==> config.mk <==
export PLATFORM = sky130hd
export DESIGN_NAME = w25_flash_ctrl
export DESIGN_NICKNAME = d
export VERILOG_FILES = /design/src/rtl/w25_pkg.sv /design/src/rtl/w25_byte_handshake.sv /design/src/rtl/w25_flash_ctrl.sv
export SDC_FILE = /design/constraint.sdc
export NUM_CORES = 1
export LEC_CHECK = 0
export CORE_ASPECT_RATIO = 0.6
export CORE_MARGIN = 3
export CORE_UTILIZATION = 37
export DETAILED_ROUTE_END_ITERATION = 6
export PLACE_DENSITY = 0.62
export SLEW_MARGIN = 10
export SYNTH_ARGS = -nofsm -noshare
export SYNTH_HDL_FRONTEND = slang
export SYNTH_SLANG_ARGS = --single-unit
==> constraint.sdc <==
create_clock -name clk -period 4.89 [get_ports clk]
set_input_delay 1.2225 -clock clk [delete_from_list [all_inputs] [get_ports clk]]
set_output_delay 1.2225 -clock clk [all_outputs]
set_load 0.01 [all_outputs]
==> src/rtl/w25_pkg.sv <==
// Shared definitions for the W25 SPI NOR flash command sequencer:
// flash opcodes, request encodings and FSM state types.
package w25_pkg;

    localparam logic [7:0] OP_WREN  = 8'h06;
    localparam logic [7:0] OP_READ  = 8'h03;
    localparam logic [7:0] OP_PP    = 8'h02;
    localparam logic [7:0] OP_SE    = 8'h20;
    localparam logic [7:0] OP_RDSR  = 8'h05;
    localparam logic [7:0] OP_JEDEC = 8'h9F;

    localparam logic [8:0] MAX_LEN   = 9'd256;
    localparam logic [8:0] JEDEC_LEN = 9'd3;

    typedef enum logic [1:0] {
        CMD_READ  = 2'd0,
        CMD_PP    = 2'd1,
        CMD_SE    = 2'd2,
        CMD_JEDEC = 2'd3
    } cmd_op_e;

    typedef enum logic [3:0] {
        ST_RST,
        ST_IDLE,
        ST_WREN,
        ST_CMD,
        ST_ADDR2,
        ST_ADDR1,
        ST_ADDR0,
        ST_DATA,
        ST_CS_OFF,
        ST_GAP,
        ST_POLL_CMD,
        ST_POLL_RD,
        ST_FIN
    } state_e;

    typedef enum logic [1:0] {
        HS_IDLE,
        HS_WR,
        HS_WAIT
    } hs_state_e;

    function automatic logic [7:0] op_opcode(input cmd_op_e op);
        logic [7:0] code;
        case (op)
            CMD_READ:  code = OP_READ;
            CMD_PP:    code = OP_PP;
            CMD_SE:    code = OP_SE;
            CMD_JEDEC: code = OP_JEDEC;
            default:   code = OP_READ;
        endcase
        return code;
    endfunction

endpackage

==> src/rtl/w25_byte_handshake.sv <==
// One-byte exchange with the SPI master: one-cycle spi_wr, wait for busy to
// fall, capture the received byte and pulse done.
module w25_byte_handshake
    import w25_pkg::*;
(
    input  logic       clk,
    input  logic       rst,
    input  logic       start,
    input  logic [7:0] tx_byte,
    output logic       ready,
    output logic       done,
    output logic [7:0] rx_byte,
    output logic       spi_wr,
    output logic [7:0] spi_din,
    input  logic       spi_busy,
    input  logic [7:0] spi_dout
);

    hs_state_e  state_q, state_d;
    logic [7:0] din_q, din_d;
    logic [7:0] rx_q, rx_d;
    logic       done_q, done_d;

    // The done cycle is excluded so the caller can act on the result before
    // launching the next byte.
    assign ready   = (state_q == HS_IDLE) && !done_q && !spi_busy;
    assign done    = done_q;
    assign rx_byte = rx_q;
    assign spi_wr  = (state_q == HS_WR);
    assign spi_din = din_q;

    always_ff @(posedge clk or posedge rst) begin
        if (rst) begin
            state_q <= HS_IDLE;
            din_q   <= '0;
            rx_q    <= '0;
            done_q  <= 1'b0;
        end else begin
            state_q <= state_d;
            din_q   <= din_d;
            rx_q    <= rx_d;
            done_q  <= done_d;
        end
    end

    always_comb begin
        state_d = state_q;
        din_d   = din_q;
        rx_d    = rx_q;
        done_d  = 1'b0;
        case (state_q)
            HS_IDLE: begin
                if (start && ready) begin
                    din_d   = tx_byte;
                    state_d = HS_WR;
                end
            end
            // busy is forced high by the master during the spi_wr cycle itself
            HS_WR: state_d = HS_WAIT;
            HS_WAIT: begin
                if (!spi_busy) begin
                    rx_d    = spi_dout;
                    done_d  = 1'b1;
                    state_d = HS_IDLE;
                end
            end
            default: state_d = HS_IDLE;
        endcase
    end

endmodule

==> src/rtl/w25_flash_ctrl.sv <==
// W25 SPI NOR flash command sequencer (READ, PAGE_PROG, SECTOR_ERASE, JEDEC_ID).
// Define W25_TIMEOUT_EN to bound WIP polling at POLL_MAX status reads (err on expiry).
module w25_flash_ctrl
    import w25_pkg::*;
#(
    parameter int unsigned CS_GAP   = 8,
    parameter logic [23:0] POLL_MAX = 24'hFFFFFF
) (
    input  logic        clk,
    input  logic        rst,
    input  logic        cmd_valid,
    output logic        cmd_ready,
    input  logic [1:0]  cmd_op,
    input  logic [23:0] cmd_addr,
    input  logic [8:0]  cmd_len,
    input  logic [7:0]  wdata,
    input  logic        wdata_valid,
    output logic        wdata_ready,
    output logic [7:0]  rdata,
    output logic        rdata_valid,
    output logic        done,
    output logic        err,
    output logic        spi_cs_n,
    output logic        spi_wr,
    output logic [7:0]  spi_din,
    input  logic        spi_busy,
    input  logic [7:0]  spi_dout
);

    state_e      state_q, state_d;
    state_e      ret_q, ret_d;
    cmd_op_e     op_q, op_d;
    logic [23:0] addr_q, addr_d;
    logic [8:0]  cnt_q, cnt_d;
    logic [7:0]  gap_q, gap_d;
    logic        cs_n_q, cs_n_d;

    logic        hs_start;
    logic [7:0]  hs_tx;
    logic        hs_ready;
    logic        hs_done;
    logic [7:0]  hs_rx;
    logic        byte_state;
    logic        tx_hold;
    logic        accept;
    logic        poll_hit;
    cmd_op_e     req_op;

    w25_byte_handshake u_hs (
        .clk      (clk),
        .rst      (rst),
        .start    (hs_start),
        .tx_byte  (hs_tx),
        .ready    (hs_ready),
        .done     (hs_done),
        .rx_byte  (hs_rx),
        .spi_wr   (spi_wr),
        .spi_din  (spi_din),
        .spi_busy (spi_busy),
        .spi_dout (spi_dout)
    );

    assign req_op      = cmd_op_e'(cmd_op);
    assign accept      = (state_q == ST_IDLE) && cmd_valid;
    assign cmd_ready   = (state_q == ST_IDLE);
    assign done        = (state_q == ST_FIN);
    assign spi_cs_n    = cs_n_q;
    assign rdata       = hs_rx;
    assign rdata_valid = hs_done && (state_q == ST_DATA) && (op_q != CMD_PP);
    assign hs_start    = byte_state && hs_ready && !tx_hold;
    assign wdata_ready = hs_start && (state_q == ST_DATA) && (op_q == CMD_PP);

    always_ff @(posedge clk or posedge rst) begin
        if (rst) begin
            state_q <= ST_RST;
            ret_q   <= ST_FIN;
            op_q    <= CMD_READ;
            addr_q  <= '0;
            cnt_q   <= '0;
            gap_q   <= '0;
            cs_n_q  <= 1'b1;
        end else begin
            state_q <= state_d;
            ret_q   <= ret_d;
            op_q    <= op_d;
            addr_q  <= addr_d;
            cnt_q   <= cnt_d;
            gap_q   <= gap_d;
            cs_n_q  <= cs_n_d;
        end
    end

    always_comb begin
        state_d    = state_q;
        ret_d      = ret_q;
        op_d       = op_q;
        addr_d     = addr_q;
        cnt_d      = cnt_q;
        gap_d      = gap_q;
        cs_n_d     = cs_n_q;
        hs_tx      = '0;
        byte_state = 1'b0;
        tx_hold    = 1'b0;
        case (state_q)
            ST_RST: state_d = ST_IDLE;
            // CS drops on entry to every frame's first byte state, so it
            // leads the first spi_wr by exactly one cycle.
            ST_IDLE: begin
                if (accept) begin
                    op_d   = req_op;
                    addr_d = cmd_addr;
                    if (req_op == CMD_JEDEC) begin
                        cnt_d = JEDEC_LEN;
                    end else if (cmd_len == 9'd0 || cmd_len > MAX_LEN) begin
                        cnt_d = MAX_LEN;
                    end else begin
                        cnt_d = cmd_len;
                    end
                    cs_n_d  = 1'b0;
                    state_d = (req_op == CMD_PP || req_op == CMD_SE) ? ST_WREN : ST_CMD;
                end
            end
            ST_WREN: begin
                byte_state = 1'b1;
                hs_tx      = OP_WREN;
                if (hs_done) begin
                    ret_d   = ST_CMD;
                    state_d = ST_CS_OFF;
                end
            end
            ST_CMD: begin
                byte_state = 1'b1;
                hs_tx      = op_opcode(op_q);
                if (hs_done) begin
                    state_d = (op_q == CMD_JEDEC) ? ST_DATA : ST_ADDR2;
                end
            end
            ST_ADDR2: begin
                byte_state = 1'b1;
                hs_tx      = addr_q[23:16];
                if (hs_done) state_d = ST_ADDR1;
            end
            ST_ADDR1: begin
                byte_state = 1'b1;
                hs_tx      = addr_q[15:8];
                if (hs_done) state_d = ST_ADDR0;
            end
            ST_ADDR0: begin
                byte_state = 1'b1;
                hs_tx      = addr_q[7:0];
                if (hs_done) begin
                    if (op_q == CMD_SE) begin
                        ret_d   = ST_POLL_CMD;
                        state_d = ST_CS_OFF;
                    end else begin
                        state_d = ST_DATA;
                    end
                end
            end
            ST_DATA: begin
                byte_state = 1'b1;
                if (op_q == CMD_PP) begin
                    hs_tx   = wdata;
                    tx_hold = !wdata_valid;
                end
                if (hs_done) begin
                    if (cnt_q == 9'd1) begin
                        ret_d   = (op_q == CMD_PP) ? ST_POLL_CMD : ST_FIN;
                        state_d = ST_CS_OFF;
                    end else begin
                        cnt_d = cnt_q - 9'd1;
                    end
                end
            end
            ST_CS_OFF: begin
                cs_n_d  = 1'b1;
                gap_d   = 8'(CS_GAP - 1);
                state_d = ST_GAP;
            end
            ST_GAP: begin
                if (gap_q == 8'd0) begin
                    state_d = ret_q;
                    cs_n_d  = (ret_q == ST_FIN);
                end else begin
                    gap_d = gap_q - 8'd1;
                end
            end
            ST_POLL_CMD: begin
                byte_state = 1'b1;
                hs_tx      = OP_RDSR;
                if (hs_done) state_d = ST_POLL_RD;
            end
            ST_POLL_RD: begin
                byte_state = 1'b1;
                if (hs_done && (!hs_rx[0] || poll_hit)) begin
                    ret_d   = ST_FIN;
                    state_d = ST_CS_OFF;
                end
            end
            ST_FIN: state_d = ST_IDLE;
            default: state_d = ST_IDLE;
        endcase
    end

`ifdef W25_TIMEOUT_EN
    logic [23:0] poll_cnt_q, poll_cnt_d;
    logic        tmo_q, tmo_d;
    logic        err_q, err_d;

    // poll_cnt counts WIP=1 reads already seen; the read that lands on
    // POLL_MAX-1 is the POLL_MAX-th and ends the poll.
    assign poll_hit = (poll_cnt_q == POLL_MAX - 24'd1);
    assign err      = err_q;

    always_ff @(posedge clk or posedge rst) begin
        if (rst) begin
            poll_cnt_q <= '0;
            tmo_q      <= 1'b0;
            err_q      <= 1'b0;
        end else begin
            poll_cnt_q <= poll_cnt_d;
            tmo_q      <= tmo_d;
            err_q      <= err_d;
        end
    end

    always_comb begin
        poll_cnt_d = poll_cnt_q;
        tmo_d      = tmo_q;
        err_d      = err_q;
        if (accept) begin
            tmo_d = 1'b0;
            err_d = 1'b0;
        end
        if (state_q == ST_POLL_CMD) poll_cnt_d = '0;
        if (state_q == ST_POLL_RD && hs_done && hs_rx[0]) begin
            if (poll_hit) tmo_d = 1'b1;
            else          poll_cnt_d = poll_cnt_q + 24'd1;
        end
        if (state_q == ST_GAP && gap_q == 8'd0 && ret_q == ST_FIN) err_d = tmo_q;
    end
`else
    logic unused_poll_max;

    assign unused_poll_max = ^POLL_MAX;
    assign poll_hit        = 1'b0;
    assign err             = 1'b0;
`endif

endmodule
==> results of run 1 <==
## state kept, by name, summed over array words and instances (netlist names)
name          flops
addr_q           24
cnt_q             9
gap_q             8
u_hs.rx_byte      8
u_hs.spi_din      8
ret_q             4
state_q           4
op_q              2
u_hs.state_q      2
spi_cs_n          1
u_hs.done         1
## placed cells by master, fill, tap and decap left out, drive strengths merged, types with 2 or more instances in the layout
cell type and instances:
bufinv 2, a221oi 3, a22oi 2, o211ai 5
nor2b 9, o21a 3, nor3 7, dfstp 3
clkbuf 9, mux2 38, xor2 5, a21oi 26
nand4b 2, a222oi 2, o21ai 32, a211oi 2
a31oi 5, nor4 7, ha 10, nand2b 6
nand4 3, dfrtp 68, nor2 32, clkinv 5
buf 9, nand2 20, a22o 4, nor3b 3
o21bai 2, inv 17, mux2i 7, clkdlybuf4s50 77
nand3 7, and2 3
## power breakdown
part	switching [mW]	leakage (nW)	total, mW	internal (mW)
clock network	0.255	0.160	0.703	0.448
logic	0.685	1.09	1.38	0.690
registers	0.211	0.862	1.08	0.873
total	1.15	2.11	3.16	2.01
## layer usage
| metal | up-vias | wire [µm] |
|---|---|---|
| met5 | - | 0 |
| li1 | 1513 | - |
| met4 | 0 | 89 |
| met1 | 1518 | 4608 |
| met3 | 12 | 544 |
| met2 | 66 | 4119 |
## metrics by stage
stage | worst slack [ps] | cell area [µm²] | power, mW | cells | utilization
finish | 814.0 | 5122 | 3.162 | 590 | 0.5077
global route | 604.5 | 5122 | 3.400 | 590 | 0.5077
CTS | 796.0 | 5121 | 3.195 | 590 | 0.5076
detailed placement | 799.0 | 4800 | 2.479 | 574 | 0.4757
global placement | 827.4 | 4800 | 2.450 | 574 | 0.4757
floorplan | 1758 | 3935 | 2.041 | 378 | -
## final cells by class
type | count | area (µm²) | share of cell area
multi-input combinational | 265 | 1948 | 0.3803
sequential | 71 | 1780 | 0.3476
timing repair buffer | 86 | 838.3 | 0.1637
clock buffer | 9 | 225.2 | 0.04397
tap | 135 | 168.9 | 0.03298
clock inverter | 7 | 96.34 | 0.01881
inverter | 17 | 65.06 | 0.01270
## worst paths after layout
path / startpoint / end / slack [ps]
max: spi_busy / wdata_ready / 810
min: ret_q[1] / ret_q[1] / 490
max reg2reg: state_q[2] / cnt_q[7] / 2260
min reg2reg: ret_q[1] / ret_q[1] / 490
max in group asynchronous: rst / spi_cs_n / 2630
min in group asynchronous: rst / addr_q[11] / 1400
## cell families (layout without fill, tap and decap cells)
logic type      Yosys count  after routing
xor+xnor                  5              5
flops                    71             71
buf+inv                  42            119
compound gates           98             98
fa+ha+maj                10             10
mux                      45             45
simple gates            106            106
other cells               1              1
==> flow_metrics.env, run 1 <==
export IMPL_grt_util_met2=0.2558
export IMPL_synth_area_mux_share=0.1266
export IMPL_cts_hold_buffers=0
export IMPL_finalCritPeriodShare=0.8335
export IMPL_global_route_usage_met1=0.2310
export IMPL_wl_per_cell_um=15.87
export IMPL_synth_xor_area_share=0.01113
export IMPL_groute_layer_met3_usage=0.05682
export IMPL_slowest_delay_ps=530
export IMPL_rows=28
export IMPL_finalWeightedCongestion=0.8066
export IMPL_setup_worst_path_class="input pin to output port"
export IMPL_synth_edf_count=0
export IMPL_grt_ovfl_total=0
export IMPL_ctsHtreeMaxLevel=3
export IMPL_static_leakage_power_nw=2.111
export IMPL_cp_slowest_cell="sky130_fd_sc_hd__clkdlybuf4s50_1"
export IMPL_io_buffer_count=77
export IMPL_grt_first_pass_wirelength_um=15880
export IMPL_drtIter0Drc=281
export IMPL_yosys_most_used_dff="sky130_fd_sc_hd__dfrtp_1"
export IMPL_synthesis_to_layout_area_growth_pct=30.17
export IMPL_hold_viol=0
export IMPL_synth_cell_types=61
export IMPL_postSynthNetCount=444
export IMPL_netlist_area_leader_share=0.4324
export IMPL_grt_max_degree=54
export IMPL_die_y_um=85.88
export IMPL_status="complete, no violations"
export IMPL_grt_setup_unrepaired="false"
export IMPL_vias_in_the_first_global_route=3052
export IMPL_timing_critical_path_buf_inv=2
export IMPL_die_w_um=139.1
export IMPL_antenna_found_initial=0
export IMPL_tns_ps=0
export IMPL_io_pin_count=79
export IMPL_share_of_synthesized_cell_area_in_and_or_nand_and_nor_gates=0.1542
export IMPL_fin_skew_ps=4.139
export IMPL_post_synth_top_area_cell="sky130_fd_sc_hd__dfrtp_1"
export IMPL_clock_tree_from_tritoncts="yes"
export IMPL_cp_top_family="buffers and inverters"
export IMPL_synth_compound_area_frac=0.1704
export IMPL_max_cap_violations=0
export IMPL_setup_viol=0
export IMPL_synth_commonest_cells="68 x sky130_fd_sc_hd__dfrtp_1, 38 x sky130_fd_sc_hd__mux2_2, 32 x sky130_fd_sc_hd__nor2_1"
export IMPL_slew_viol_final=0
export IMPL_die_footprint_mm2=0.01195
export IMPL_drcViolationCount=0
export IMPL_syn_inst_count=378
export IMPL_count_of_antenna_violating_nets_left_after_detailed_routing=0
export IMPL_postSynthRegisterBits=71
export IMPL_worstPathCellList="clkdlybuf4s50_1, nor4_1, o21ai_0, a21oi_4, and2_1, clkdlybuf4s50_1"
export IMPL_yosysWarnings=0
export IMPL_root_buffer="sky130_fd_sc_hd__clkbuf_16"
export IMPL_num_fill_cells=921
export IMPL_final_hold_worst_slack_ps=487.0
export IMPL_coreArea_mm2=0.01009
export IMPL_via_count=3109
export IMPL_vdd_ir_drop_max_v=0.0002578
export IMPL_final_net_count=516
export IMPL_hold_path_depth=1
export IMPL_synth_area_leaders="sky130_fd_sc_hd__dfrtp_1 43%, sky130_fd_sc_hd__mux2_2 11%, sky130_fd_sc_hd__o21ai_0 3.9%, sky130_fd_sc_hd__a21oi_1 3.2%, sky130_fd_sc_hd__ha_1 3.2%"
export IMPL_grt_busiest_layer="met2"
export IMPL_hold_path_class="register to register"
export IMPL_dominant_combinational_cell_family_by_area_after_synthesis="compound AO/OA/AOI/OAI gates"
export IMPL_synthesis_area_mm2=0.003935
export IMPL_startpoint_type="input pin"
export IMPL_postSynthAreaPerCell_um2=10.41
export IMPL_insertedDiodeCount=0
export IMPL_worst_slew_pin_slew_ps=928.4
export IMPL_timing_critical_path_required_ps=3670
export IMPL_path_depth=6
export IMPL_synth_most_common_cell="sky130_fd_sc_hd__dfrtp_1"
export IMPL_seq_total_area_yosys=0.4525
export IMPL_crit_path_max_fanout=3
export IMPL_postCtsResizedCells=0
export IMPL_cts_buffers_inserted=9
export IMPL_clock_latency_ps=330
export IMPL_detail_route_vias_per_cell=5.269
export IMPL_r2r_cells=6
export IMPL_dpl_hpwl_um=6940
export IMPL_cpMostUsedCell="sky130_fd_sc_hd__clkdlybuf4s50_1"
export IMPL_worst_setup_hold_path_clk_slew_ps=50
export IMPL_arithmetic_cell_share_of_the_synthesized_area_counting_full_adders_half_adders_and_majority_gates=0.03180
export IMPL_cts_root_to_sink_buffers=2
export IMPL_maxClockFrequency_mhz=245.3
export IMPL_globalRouteTotalUtil=0.1664
export IMPL_max_slew_margin_rel=0.3803
export IMPL_detail_route_wirelength_um=9362
export IMPL_power_per_cell_area_mw_per_mm2=617.4
export IMPL_layout_drive_gt1_share=0.1758
export IMPL_cts_num_sinks=71
export IMPL_post_cts_setup_buffer_count=0
export IMPL_first_pass_iters=4
export IMPL_critPathCaptureType="output port"
export IMPL_worst_ep_arrival_time_ps=2850
export IMPL_fin_crit_ps=4076
export IMPL_floorplan_initialDensity=0.3900
export IMPL_async_flop_share=1.000
No activity file was read; power rests on OpenSTA's default activity.
==> run 2, diff against run 1 <==
==> constraint.sdc (replaced) <==
create_clock -name clk -period 4 [get_ports clk]
set_input_delay 1 -clock clk [delete_from_list [all_inputs] [get_ports clk]]
set_output_delay 1 -clock clk [all_outputs]
set_load 0.01 [all_outputs]
==> flow_metrics.env, run 2 (synthesis gave the netlist of run 1 again) <==
export IMPL_power_switching_fraction=0.3698
export IMPL_grt_ovfl_total=0
export IMPL_p_int_mw=2.415
export IMPL_io_pin_count=79
export IMPL_global_route_usage_met1=0.2334
export IMPL_first_pass_iters=4
export IMPL_stdcell_count=591
export IMPL_power_per_cell_area_mw_per_mm2=748.5
export IMPL_postCtsResizedCells=0
export IMPL_worst_ep_arrival_time_ps=2620
export IMPL_timing_critical_path_required_ps=3000
export IMPL_insertedDiodeCount=0
export IMPL_drtIter0Drc=188
export IMPL_setup_worst_path_class="input pin to output port"
export IMPL_clock_tree_from_tritoncts="yes"
export IMPL_rows=28
export IMPL_grt_setup_unrepaired="false"
export IMPL_via_count=3113
export IMPL_coreArea_mm2=0.01009
export IMPL_dpl_hpwl_um=7065
export IMPL_grt_util_met2=0.2554
export IMPL_fin_skew_ps=7.095
export IMPL_setup_viol=0
export IMPL_largest_reg_flops=24
export IMPL_worst_setup_hold_path_clk_slew_ps=50
export IMPL_power_frac_seq=0.345
export IMPL_p_total_mw=3.832
export IMPL_clock_latency_ps=330
export IMPL_final_setup_worst_slack_ps=376.3
export IMPL_final_util=0.5074
export IMPL_ctsHtreeMaxLevel=3
export IMPL_vias_in_the_first_global_route=3171
export IMPL_switching_power_of_the_nets_mw=1.417
export IMPL_critPathCaptureType="output port"
export IMPL_vdd_ir_drop_max_v=0.0002667
export IMPL_antenna_found_initial=0
export IMPL_grt_busiest_layer="met2"
export IMPL_num_fill_cells=904
export IMPL_drcViolationCount=0
export IMPL_cp_top_family="buffers and inverters"
export IMPL_die_y_um=85.88
export IMPL_worst_slew_pin_slew_ps=647.9
export IMPL_globalRouteTotalUtil=0.1669
export IMPL_wl_per_cell_um=16.40
export IMPL_placedCellCount=575
export IMPL_detail_route_vias_per_cell=5.267
export IMPL_commonest_non_fill_non_tap_cell_in_the_layout="sky130_fd_sc_hd__clkdlybuf4s50_1"
export IMPL_crit_path_max_fanout=3
export IMPL_grt_max_degree=45
export IMPL_layout_cells_most_common_list="77 x sky130_fd_sc_hd__clkdlybuf4s50_1, 68 x sky130_fd_sc_hd__dfrtp_1, 38 x sky130_fd_sc_hd__mux2_2"
export IMPL_root_buffer="sky130_fd_sc_hd__clkbuf_16"
export IMPL_maxClockFrequency_mhz=276.0
export IMPL_timing_critical_path_buf_inv=2
export IMPL_groute_layer_met3_usage=0.04903
export IMPL_combinationalPowerShare=0.447
export IMPL_status="complete, no violations"
export IMPL_count_of_antenna_violating_nets_left_after_detailed_routing=0
export IMPL_post_place_ws_ps=346.6
export IMPL_cts_num_sinks=71
export IMPL_cts_hold_buffers=0
export IMPL_regMostFlops="addr_q"
export IMPL_io_buffer_count=77
export IMPL_finalWeightedCongestion=0.8219
export IMPL_final_net_count=517
export IMPL_hold_path_class="register to register"
export IMPL_layout_drive_gt1_share=0.1754
export IMPL_startpoint_type="input pin"
export IMPL_worstPathCellList="clkdlybuf4s50_1, nor4_1, o21ai_0, a21oi_4, and2_1, clkdlybuf4s50_1"
export IMPL_cpMostUsedCell="sky130_fd_sc_hd__clkdlybuf4s50_1"
export IMPL_max_cap_violations=0
export IMPL_cts_root_to_sink_buffers=2
export IMPL_synthesis_to_layout_area_growth_pct=30.11
export IMPL_max_slew_margin_rel=0.5672
export IMPL_finalCritPeriodShare=0.9059
export IMPL_static_leakage_power_nw=2.099
export IMPL_post_cts_setup_buffer_count=0
export IMPL_tns_ps=0
export IMPL_slew_viol_final=0
export IMPL_hold_viol=0
export IMPL_power_frac_clock=0.208
export IMPL_grt_first_pass_wirelength_um=16060
export IMPL_cp_slowest_cell="sky130_fd_sc_hd__clkdlybuf4s50_1"
export IMPL_largest_registers="addr_q (24), cnt_q (9)"
export IMPL_detail_route_wirelength_um=9692
export IMPL_floorplan_initialDensity=0.3900
export IMPL_die_footprint_mm2=0.01195
export IMPL_slowest_delay_ps=530
export IMPL_die_w_um=139.1
export IMPL_cts_buffers_inserted=9
export IMPL_fin_crit_ps=3624
-- run 2: cell types whose count changed in the layout (fill, tap and decap cells not counted) --
cell / previous run / this run
sky130_fd_sc_hd__clkinvlp_4: 0 / 3
sky130_fd_sc_hd__clkinv_2: 3 / 1
sky130_fd_sc_hd__clkinv_4: 2 / 0
sky130_fd_sc_hd__buf_12: 0 / 1
sky130_fd_sc_hd__bufinv_16: 2 / 1
sky130_fd_sc_hd__clkbuf_1: 0 / 1
sky130_fd_sc_hd__clkbuf_8: 0 / 1
sky130_fd_sc_hd__inv_2: 0 / 1
sky130_fd_sc_hd__inv_6: 1 / 0
-- run 2: power groups by stage --
| stage | Sequential [mW] | Combinational, mW | Clock (mW) |
|---|---|---|---|
| after floorplan | 1.31 | 1.19 | 0 |
| after global placement | 1.32 | 1.69 | 0 |
| after detailed placement | 1.33 | 1.72 | 0 |
| after CTS | 1.32 | 1.72 | 0.822 |
| after global routing | 1.37 | 1.89 | 0.844 |
| final | 1.32 | 1.71 | 0.796 |
-- run 2: worst min-delay path: cells and delay by family (launching register included) --
kind            cells  cell delay, ps
compound gates      1              70
flops               1             370
buf+inv             1              40
-- run 2: routing by layer --
metal | up-vias | part of all wire
li1 | 1502 | -
met1 | 1516 | 0.50
met2 | 83 | 0.45
met3 | 12 | 0.046
met4 | 0 | 0.0094
met5 | - | 0
-- run 2: path summary, 6_finish.rpt --
path,startpoint,endpoint,slack [ps],cells after the start
setup / recovery,spi_busy,wdata_ready,380,6
hold / removal,ret_q[2],ret_q[2],500,2
setup reg to reg,state_q[2],cnt_q[7],1790,7
hold reg to reg,ret_q[2],ret_q[2],500,2
max in group asynchronous,rst,ret_q[2],2220,3
min in group asynchronous,rst,addr_q[11],1060,2
-- run 2: cell type report --
type                    instances  area [µm²]  area share
multi-input cells             265        1948      0.3805
flip-flops and latches         71        1780      0.3478
repair buffers                 87       858.3      0.1676
clock buffers                  11       242.7     0.04741
well taps                     135       168.9     0.03299
inverters                      17       63.81     0.01246
clock inverters                 5       57.56     0.01124
-- run 2: through the flow --
step	cell area [µm²]	hold slack [ps]
2_1_floorplan	3935	464.1
4_1_cts	5120	498.4
3_3_place_gp	4820	479.0
5_1_grt	5120	516.8
3_5_place_dp	4820	486.7
6_report	5120	497.0
